File: config.mk
export PLATFORM = sky130hd
export DESIGN_NAME = mem_ctrl_flat
export DESIGN_NICKNAME = d
export VERILOG_FILES = /design/src/rtl/mem_ctrl_if.sv /design/src/rtl/mem_ctrl.sv /design/src/flat_wrapper.sv
export SDC_FILE = /design/constraint.sdc
export NUM_CORES = 1
export LEC_CHECK = 0
export ABC_AREA = 1
export CAP_MARGIN = 20
export CORE_MARGIN = 2
export CORE_UTILIZATION = 30
export CTS_CLUSTER_DIAMETER = 150
export DETAILED_ROUTE_END_ITERATION = 10
export PLACE_DENSITY = 0.59
export SYNTH_ARGS = -nofsm -noshare
export SYNTH_HDL_FRONTEND = slang
export SYNTH_SLANG_ARGS = --single-unit
File: constraint.sdc
create_clock -name clk -period 2.1 [get_ports clk]
set_input_delay 0.42 -clock clk [delete_from_list [all_inputs] [get_ports clk]]
set_output_delay 0.42 -clock clk [all_outputs]
set_load 0.01 [all_outputs]
File: src/rtl/mem_ctrl_if.sv
// mem_ctrl_if: bundles the CPU request/response handshake and the word-wide
// memory bus of mem_ctrl. The slave modport is the controller. The master
// modport is its environment: the CPU side drives the request fields and the
// attached memory drives mem_rdata.
interface mem_ctrl_if;
  // CPU request / response
  logic        req;
  logic        we;
  logic [1:0]  size;
  logic        sext;
  logic [31:0] addr;
  logic [31:0] wdata;
  logic        ready;
  logic        done;
  logic        err;
  logic [31:0] rdata;
  // Memory side
  logic [31:0] mem_addr;
  logic [31:0] mem_wdata;
  logic [31:0] mem_rdata;
  logic        mem_rd;
  logic        mem_wr;

  modport master (
    output req, we, size, sext, addr, wdata, mem_rdata,
    input  ready, done, err, rdata, mem_addr, mem_wdata, mem_rd, mem_wr
  );

  modport slave (
    input  req, we, size, sext, addr, wdata, mem_rdata,
    output ready, done, err, rdata, mem_addr, mem_wdata, mem_rd, mem_wr
  );
endinterface

File: src/rtl/mem_ctrl.sv
// mem_ctrl: CPU-to-memory access controller for a word-wide asynchronous
// memory. Loads read one word; word stores write one word; sub-word stores
// read-modify-write the containing word. Illegal requests are rejected with
// err and never touch memory.
// Optional feature macro: MEM_CTRL_SUBWORD_EN enables byte/halfword loads and
// stores. Without it, byte and halfword requests are rejected as errors.
//
// Handshake: req is sampled only on a rising clock edge where ready=1 (IDLE);
// that edge accepts the request and latches we/size/sext/addr/wdata. A req
// seen while busy is dropped, never queued. done is a one-cycle pulse; err is
// valid with done, and rdata holds a load's result from its done until the
// next load's done.
module mem_ctrl #(
  parameter int MEM_BYTES = 65536
) (
  input  logic       clk,
  input  logic       reset,
  mem_ctrl_if.slave  bus,
  output logic [2:0] dbg_state
);

  typedef enum logic [2:0] {
    S_IDLE = 3'd0,
    S_RD   = 3'd1,
    S_WR   = 3'd2,
    S_WREL = 3'd3,
    S_DONE = 3'd4
  } state_t;

  // The last byte a word access could touch is addr+3; 33 bits keeps the sum
  // from wrapping near the top of the address space.
  localparam logic [32:0] MEM_LIMIT = 33'(MEM_BYTES);

  state_t state;
  state_t state_nxt;
  logic   accept;
  logic   bad;
  logic   we_q;

`ifdef MEM_CTRL_SUBWORD_EN
  logic [1:0]  size_q;
  logic        sext_q;
  logic [1:0]  lane_q;
  logic [31:0] wdata_q;

  // Selects the addressed byte/halfword lane of a memory word and extends it.
  function automatic logic [31:0] load_extract(input logic [31:0] word,
                                               input logic [1:0]  size,
                                               input logic [1:0]  lane,
                                               input logic        sext);
    logic [31:0] sh;
    logic [31:0] res;
    sh = word >> {lane, 3'b000};
    case (size)
      2'b00:   res = {{24{sext & sh[7]}}, sh[7:0]};
      2'b01:   res = {{16{sext & sh[15]}}, sh[15:0]};
      default: res = word;
    endcase
    return res;
  endfunction

  // Replaces the addressed byte/halfword lane of a memory word with store data.
  function automatic logic [31:0] store_merge(input logic [31:0] word,
                                              input logic [1:0]  size,
                                              input logic [1:0]  lane,
                                              input logic [31:0] data);
    logic [31:0] mask;
    logic [31:0] ins;
    mask = (size == 2'b00 ? 32'h0000_00FF : 32'h0000_FFFF) << {lane, 3'b000};
    ins  = data << {lane, 3'b000};
    return (word & ~mask) | (ins & mask);
  endfunction
`else
  // Sign-extension control only matters for sub-word loads.
  logic unused_sext;
  assign unused_sext = bus.sext;
`endif

  assign accept    = (state == S_IDLE) && bus.req;
  assign dbg_state = state;

  // Classify the request on the bus as rejected (illegal size, misaligned,
  // or out of range).
  always_comb begin
    bad = (({1'b0, bus.addr} + 33'd3) >= MEM_LIMIT);
    case (bus.size)
      2'b10: if (bus.addr[1:0] != 2'b00) bad = 1'b1;
`ifdef MEM_CTRL_SUBWORD_EN
      2'b01: if (bus.addr[0]) bad = 1'b1;
      2'b00: bad = bad;
`else
      2'b00, 2'b01: bad = 1'b1;
`endif
      default: bad = 1'b1;
    endcase
  end

  // State register.
  always_ff @(posedge clk) begin
    if (reset) state <= S_IDLE;
    else       state <= state_nxt;
  end

  // Next-state logic: loads and sub-word stores read first, word stores
  // write directly, rejected requests go straight to DONE.
  always_comb begin
    state_nxt = state;
    case (state)
      S_IDLE: begin
        if (bus.req) begin
          if (bad)                                state_nxt = S_DONE;
          else if (!bus.we || bus.size != 2'b10)  state_nxt = S_RD;
          else                                    state_nxt = S_WR;
        end
      end
      S_RD:    state_nxt = we_q ? S_WR : S_DONE;
      S_WR:    state_nxt = S_WREL;
      S_WREL:  state_nxt = S_DONE;
      S_DONE:  state_nxt = S_IDLE;
      default: state_nxt = S_IDLE;
    endcase
  end

  // Control outputs decoded straight from the state register so the memory
  // strobes are glitch-free.
  always_comb begin
    bus.ready  = (state == S_IDLE);
    bus.done   = (state == S_DONE);
    bus.mem_rd = (state == S_RD);
    bus.mem_wr = (state == S_WR);
  end

  // Datapath: latch the request on accept; at the end of RD either deliver
  // the load result or build the merged store word. mem_addr/mem_wdata move
  // only at these two points, so they are stable through WR and WREL.
  always_ff @(posedge clk) begin
    if (reset) begin
      bus.err       <= 1'b0;
      bus.rdata     <= 32'h0;
      bus.mem_addr  <= 32'h0;
      bus.mem_wdata <= 32'h0;
      we_q          <= 1'b0;
`ifdef MEM_CTRL_SUBWORD_EN
      size_q        <= 2'b00;
      sext_q        <= 1'b0;
      lane_q        <= 2'b00;
      wdata_q       <= 32'h0;
`endif
    end else begin
      if (accept) begin
        bus.err       <= bad;
        we_q          <= bus.we;
        bus.mem_addr  <= {bus.addr[31:2], 2'b00};
        bus.mem_wdata <= bus.wdata;
`ifdef MEM_CTRL_SUBWORD_EN
        size_q        <= bus.size;
        sext_q        <= bus.sext;
        lane_q        <= bus.addr[1:0];
        wdata_q       <= bus.wdata;
`endif
      end
      if (state == S_RD) begin
`ifdef MEM_CTRL_SUBWORD_EN
        if (we_q) bus.mem_wdata <= store_merge(bus.mem_rdata, size_q, lane_q, wdata_q);
        else      bus.rdata     <= load_extract(bus.mem_rdata, size_q, lane_q, sext_q);
`else
        if (!we_q) bus.rdata <= bus.mem_rdata;
`endif
      end
    end
  end

endmodule

File: src/flat_wrapper.sv
// flat-port wrapper written by rule: the top's interface ports become plain ports
module mem_ctrl_flat 
#(
  parameter int MEM_BYTES = 65536
)
  (clk, reset, dbg_state, bus_req, bus_we, bus_size, bus_sext, bus_addr, bus_wdata, bus_mem_rdata, bus_ready, bus_done, bus_err, bus_rdata, bus_mem_addr, bus_mem_wdata, bus_mem_rd, bus_mem_wr);
  mem_ctrl_if bus_i ();
  input  logic clk;
  input  logic reset;
  output logic [2:0] dbg_state;
  input wire logic [$bits(bus_i.req)-1:0] bus_req;
  input wire logic [$bits(bus_i.we)-1:0] bus_we;
  input wire logic [$bits(bus_i.size)-1:0] bus_size;
  input wire logic [$bits(bus_i.sext)-1:0] bus_sext;
  input wire logic [$bits(bus_i.addr)-1:0] bus_addr;
  input wire logic [$bits(bus_i.wdata)-1:0] bus_wdata;
  input wire logic [$bits(bus_i.mem_rdata)-1:0] bus_mem_rdata;
  output wire logic [$bits(bus_i.ready)-1:0] bus_ready;
  output wire logic [$bits(bus_i.done)-1:0] bus_done;
  output wire logic [$bits(bus_i.err)-1:0] bus_err;
  output wire logic [$bits(bus_i.rdata)-1:0] bus_rdata;
  output wire logic [$bits(bus_i.mem_addr)-1:0] bus_mem_addr;
  output wire logic [$bits(bus_i.mem_wdata)-1:0] bus_mem_wdata;
  output wire logic [$bits(bus_i.mem_rd)-1:0] bus_mem_rd;
  output wire logic [$bits(bus_i.mem_wr)-1:0] bus_mem_wr;
  assign bus_i.req = bus_req;
  assign bus_i.we = bus_we;
  assign bus_i.size = bus_size;
  assign bus_i.sext = bus_sext;
  assign bus_i.addr = bus_addr;
  assign bus_i.wdata = bus_wdata;
  assign bus_i.mem_rdata = bus_mem_rdata;
  assign bus_ready = bus_i.ready;
  assign bus_done = bus_i.done;
  assign bus_err = bus_i.err;
  assign bus_rdata = bus_i.rdata;
  assign bus_mem_addr = bus_i.mem_addr;
  assign bus_mem_wdata = bus_i.mem_wdata;
  assign bus_mem_rd = bus_i.mem_rd;
  assign bus_mem_wr = bus_i.mem_wr;
  mem_ctrl #(.MEM_BYTES(MEM_BYTES)) u_core (.clk(clk), .reset(reset), .bus(bus_i), .dbg_state(dbg_state));
endmodule
# After elaboration in Yosys (flattened, before gate mapping)
# Index checks and enable logic that the tools add are counted.
dict set report word_totals {
  output_inout_bits 104
  ff_bits 99
  mem_bits_ro 0
  ram_bits 0
  inputBits 103
  memories 0
  word_cells 29
  latch_bits 0
}
dict set report op_classes {
  muxes 7
  div 0
  n_shift 0
  order_cmp 1
  add_sub_neg 1
  reduce_logical 6
  bitwise_logic 1
  n_eq_ne 7
  n_mul 0
}
# op count
set op_table {}
lappend op_table {{$add 32x2->33 const B} 1}
lappend op_table {{$ge 33x17->1 const B} 1}
lappend op_table {{$pmux 3 s4} 1}
lappend op_table {{$mux 3} 3}
lappend op_table {{$eq 3x2->1 const B} 2}
lappend op_table {{$ne 2x2->1 const B} 2}
lappend op_table {{$eq 3x1->1 const B} 1}
lappend op_table {{$eq 3x3->1 const B} 1}
lappend op_table {{$logic_not 3->1} 1}
lappend op_table {{$eq 2x2->1 const B} 1}
lappend op_table {{$mux 1} 2}
lappend op_table {{$mux 2} 1}
lappend op_table {{$reduce_and 2->1} 1}
lappend op_table {{$reduce_bool 2->1} 1}
lappend op_table {{$logic_and 1x1->1} 1}
lappend op_table {{$logic_not 1->1} 1}
lappend op_table {{$logic_or 1x1->1} 1}
lappend op_table {{$not 1->1} 1}

# Logic depth before layout (Yosys ltp)
dict set report depth {
  ltp_word 7
  mapped_depth 14
  mapped_depth_nobuf 14
}

# Worst setup path before layout
# Ideal clock, no wire load.
dict set report synth_timing {
  kind {input -> register}
  from {input port bus_addr[3]}
  to {register u_core.bus.err}
  slack_ps 444
  path_stages 11
  path_buffers 0
  required_ps 1988
  t_arrival_ps 1544
  path_cell_list {nand2_1 > nor2_4 > nand3_2 > nor2_4 > nand2_1 > xor2_1 > nand2_1 > nor2_4 > nand3_2 > o21ai_2 > inv_1}
}
dict set report synth_between {
  elab_chain_cells 4
}
# element line
set synth_lines {}
lappend synth_lines {{from (decl)} flat_wrapper.sv:15} ;# input wire logic [$bits(bus_i.addr)-1:0] bus_addr;
lappend synth_lines {{$add 32x2->33} mem_ctrl.sv:85} ;# bad = (({1'b0, bus.addr} + 33'd3) >= MEM_LIMIT);
lappend synth_lines {{$ge 33x17->1} mem_ctrl.sv:85}
lappend synth_lines {{$mux 1} mem_ctrl.sv:87} ;# 2'b10: if (bus.addr[1:0] != 2'b00) bad = 1'b1;
lappend synth_lines {{$mux 1} mem_ctrl.sv:86} ;# case (bus.size)
lappend synth_lines {{to (signal assigned)} mem_ctrl.sv:138} ;# bus.err <= 1'b0;
lappend synth_lines {{to (signal assigned)} mem_ctrl.sv:151} ;# bus.err <= bad;
lappend synth_lines {{to (decl)} mem_ctrl_if.sv:31} ;# output ready, done, err, rdata, mem_addr, mem_wdata, mem_rd, mem_wr
# Every way passes these cells.
# A chain may end at the register's enable or synchronous reset.

# Final worst setup path
dict set report layout_timing {
  from {register u_core.state[0], in the netlist u_core.dbg_state[0]}
  to {output port bus_mem_rd}
}
dict set report layout_between {
  elab_chain_cells 1
}
# element line
set layout_lines {}
lappend layout_lines {{from (decl)} mem_ctrl.sv:34} ;# state_t state;
lappend layout_lines {{from (signal assigned)} mem_ctrl.sv:101} ;# else state <= state_nxt;
lappend layout_lines {{$eq 3x1->1} mem_ctrl.sv:129} ;# bus.mem_rd = (state == S_RD);
lappend layout_lines {{to (decl)} flat_wrapper.sv:24} ;# output wire logic [$bits(bus_i.mem_rd)-1:0] bus_mem_rd;
# Every way passes these cells.

==> reports/results.txt <==
The top cell types in the final layout, fill and taps aside, are sky130_fd_sc_hd__clkdlybuf4s50_1 (189), sky130_fd_sc_hd__nand2_1 (152), sky130_fd_sc_hd__dfxtp_1 (98). The detailed-router iteration count before antenna repair was 5. The wire length of the first global-routing pass is 25200 um, and the clock network latency to the later pin of the worst-skew pair is 350 ps.

The total area of multi-input combinational cells is 2349 sq um. The tools report the hold violation count in the final report as 0. The run finished with clean final reports. The die is 126.9 um wide. The run gives 0 as the leftover overflow at the end of global routing.

The worst slew margin relative to its limit is 0.3348, and the post-CTS repair timing setup buffer count is 0. Standard-cell row count: 44. For the H-tree depth, the log shows 3.

The number of nets in the finished design came out at 1002. The pin count of the biggest net entering global routing was 43. The number of global-route vias before repair came out at 5066. Based on the critical path, the design can be clocked at up to 499.2 MHz.

The tools report the number of max-slew violations in the final report as 0. The logs give 0.0003128 V for the worst ir drop on vdd and 1416 for the fill cell instance count of the final layout. The clock arrives with 6.603 ps of skew. The fraction of post-synthesis cell area in the top cell type by area is 0.4371, and the data arrival time of the critical path is 1580 ps. The number of antenna diodes in the final layout is 0. Yosys attributes the largest share of cell area to sky130_fd_sc_hd__dfxtp_1 (44%), sky130_fd_sc_hd__nand2_1 (13%), sky130_fd_sc_hd__nand3_1 (8.6%), sky130_fd_sc_hd__nor2_1 (8.5%), sky130_fd_sc_hd__a21oi_1 (7.5%). TritonCTS built the clock tree. The run gives 0.4371 as the portion of the post-synthesis area used by sequential elements. Power spread over the standard cell area amounts to 592.7 nW/um^2. For this run, the number of Yosys warnings is 0. Worst min-delay path startpoint: reset. Synthesis handed over a netlist of 665 instances. Setup repair after global routing could not meet its margin everywhere. Clock sink total: 99. The relative area change from synthesis to final layout was 64.74%. For the worst setup path, the data required time is 1680 ps.

For the largest buffer count on any clock path, the log shows 2. After detailed routing, the number of vias per cell comes to 4.761. The cell sitting at the root of the clock tree is a sky130_fd_sc_hd__clkbuf_16.

For the pin with the worst max-slew slack, the measured transition is 996.7 ps. The routed wire length came out at 15790 um. The setup path with the least slack is of type reg2out.

In this run, the number of DRC markers left after iteration 0 of detailed routing was 201. Worst setup path startpoint: u_core.dbg_state[0]. The number of different library cells used by synthesis comes to 29.

The die footprint is 16110 sq um. For the placed wire-length estimate after detailed placement, the log shows 11890 um. The initial antenna violation count was 0; the period utilization was 0.9539.

The final non-filler cell total was 1088. The run gives 0 as the number of maximum-capacitance constraint violations. The reg-to-reg critical path startpoint is u_core.dbg_state[1]. The count of buffers added on input and output ports is 203. In the final routed layout, each cell accounts on average for 14.51 um. The routability congestion estimate came out at 0.9132. For this design the static power due to leakage is 0.003123 uW.

The smallest clock period supported by the final layout is computed as 2003 ps. The worst setup path is launched from a flip-flop. The area of all sequential standard cells is 1983 sq um.

The tools report the total negative setup slack as 0 ps. Number of top-level pins: 207. In this run the remaining antenna-violating nets after routing total 0. After synthesis the cells add up to 4534 sq um. The total area inside the core boundary comes to 14640 sq um.

The library cell used most frequently in the layout, excluding fill and tap cells, is sky130_fd_sc_hd__clkdlybuf4s50_1. The number of clock buffers added by TritonCTS is 9. The tools report the kind of end point of the critical path as an output port. Clock-pin slew was measured on the worst setup and hold paths at 70 ps. The combined global-route utilization of all metal layers came out at 0.1934. Counting flops and latches in the post-synthesis netlist gives 99.

The initial core utilization is 0.3096, and the vertical die dimension is 126.9 um. The total via count in the routed design came out at 5180. The fraction of final layout cells with drive strength greater than 1 came out at 0.1482. Including well taps, the total number of placed cells is 1072. Hold is met by 291.9 ps. The synthesized design spends more area on one cell type than any other, namely sky130_fd_sc_hd__dfxtp_1. A synthesized cell averages 6.819 sq um. Along the worst path, the maximum fanout reaches 6. Setup violations remaining at the end of the flow were counted as 0. The tightest min-delay check is of the in2reg type. The run gives 0 as the detailed-route DRC error count.
[Yosys cell counts (all sizes together)]
cell type  count
xor2           1
a31oi          1
a21oi         71
o21ai         35
inv           37
or2            1
o21bai         2
dfxtp         99
buf            8
nor2         116
clkinv         1
nand4          6
nand3         82
clkbuf        31
conb           1
nand3b         2
nand2        165
nor3b          1
nor3           5
[final cells by class]
cell class	instances	area share
timing repair buffer	261	0.3330
multi-input combinational	490	0.3144
sequential	99	0.2655
tap	184	0.03082
clock buffer	10	0.03065
inverter	38	0.01910
clock inverter	6	0.006533
[metal layers]
metal,vias up,part of all wire,wire length [um],global-route usage
met3,19,0.082,1296,0.05356
met5,-,0,0,0
met2,181,0.46,7285,0.3223
met4,0,0.019,306,0.07046
li1,2614,-,-,-
met1,2366,0.44,6898,0.2394
[worst paths after layout]
kind	slack (ps)	to	depth (start not counted)
worst max register to register	350	u_core.bus.rdata[31]	6
worst min register to register	460	u_core.bus.mem_wdata[23]	2
worst max-delay path	100	bus_mem_rd	5
worst min-delay path	290	u_core.we_q	2
[critical path, stage by stage, from the launching register on]
cell	delay [ps]
sky130_fd_sc_hd__dfxtp_2	390
sky130_fd_sc_hd__inv_1	50
sky130_fd_sc_hd__nor2_1	80
sky130_fd_sc_hd__nand2_1	80
sky130_fd_sc_hd__inv_1	90
sky130_fd_sc_hd__clkdlybuf4s50_1	560
[registers in the layout, indices dropped and copies added (netlist names)]
| register | count |
|---|---|
| u_core.dbg_state | 3 |
| u_core.bus.rdata | 32 |
| u_core.bus.mem_wdata | 32 |
| u_core.bus.mem_addr | 30 |
| u_core.we_q | 1 |
| u_core.bus.err | 1 |
[through the flow]
| stage | instance area (sq um) | setup WS (ps) | power, uW | util |
|---|---|---|---|---|
| floorplan | 4538 | 443.9 | 2368 | - |
| global placement | 7074 | -322.2 | 2884 | 0.4831 |
| detailed placement | 7074 | -349.3 | 2894 | 0.4831 |
| CTS | 7358 | 14.01 | 4483 | 0.5025 |
| global route | 7470 | -42.84 | 4659 | 0.5101 |
| finish | 7470 | 96.91 | 4427 | 0.5101 |
[power breakdown]
group / total (uW) / internal (uW) / switching [uW]
registers: 2000 / 1960 / 43.4
clock network: 1570 / 817 / 757
logic: 852 / 454 / 398
[what timing repair did]
item | 4_1_cts | 5_1_grt
pin swaps | 0 | 4
hold buffers | 0 | 0
resized for setup | 2 | 38
setup endpoints to repair | 1 | 5
cloned | 0 | 0
[kinds of logic (layout without fill, tap and decap cells)]
logic type                Yosys count  after routing  share of synthesized area
and+or+nand+nor                   378            378                     0.3673
xor gates and xnor gates            1              1                   0.001932
other                               1              2                  0.0008270
AOI/OAI and AO/OA                 109            109                     0.1258
DFF                                99             99                     0.4371
buffers and inverters              77            315                    0.06705
Note: power is estimated with default switching activity, not from simulation.
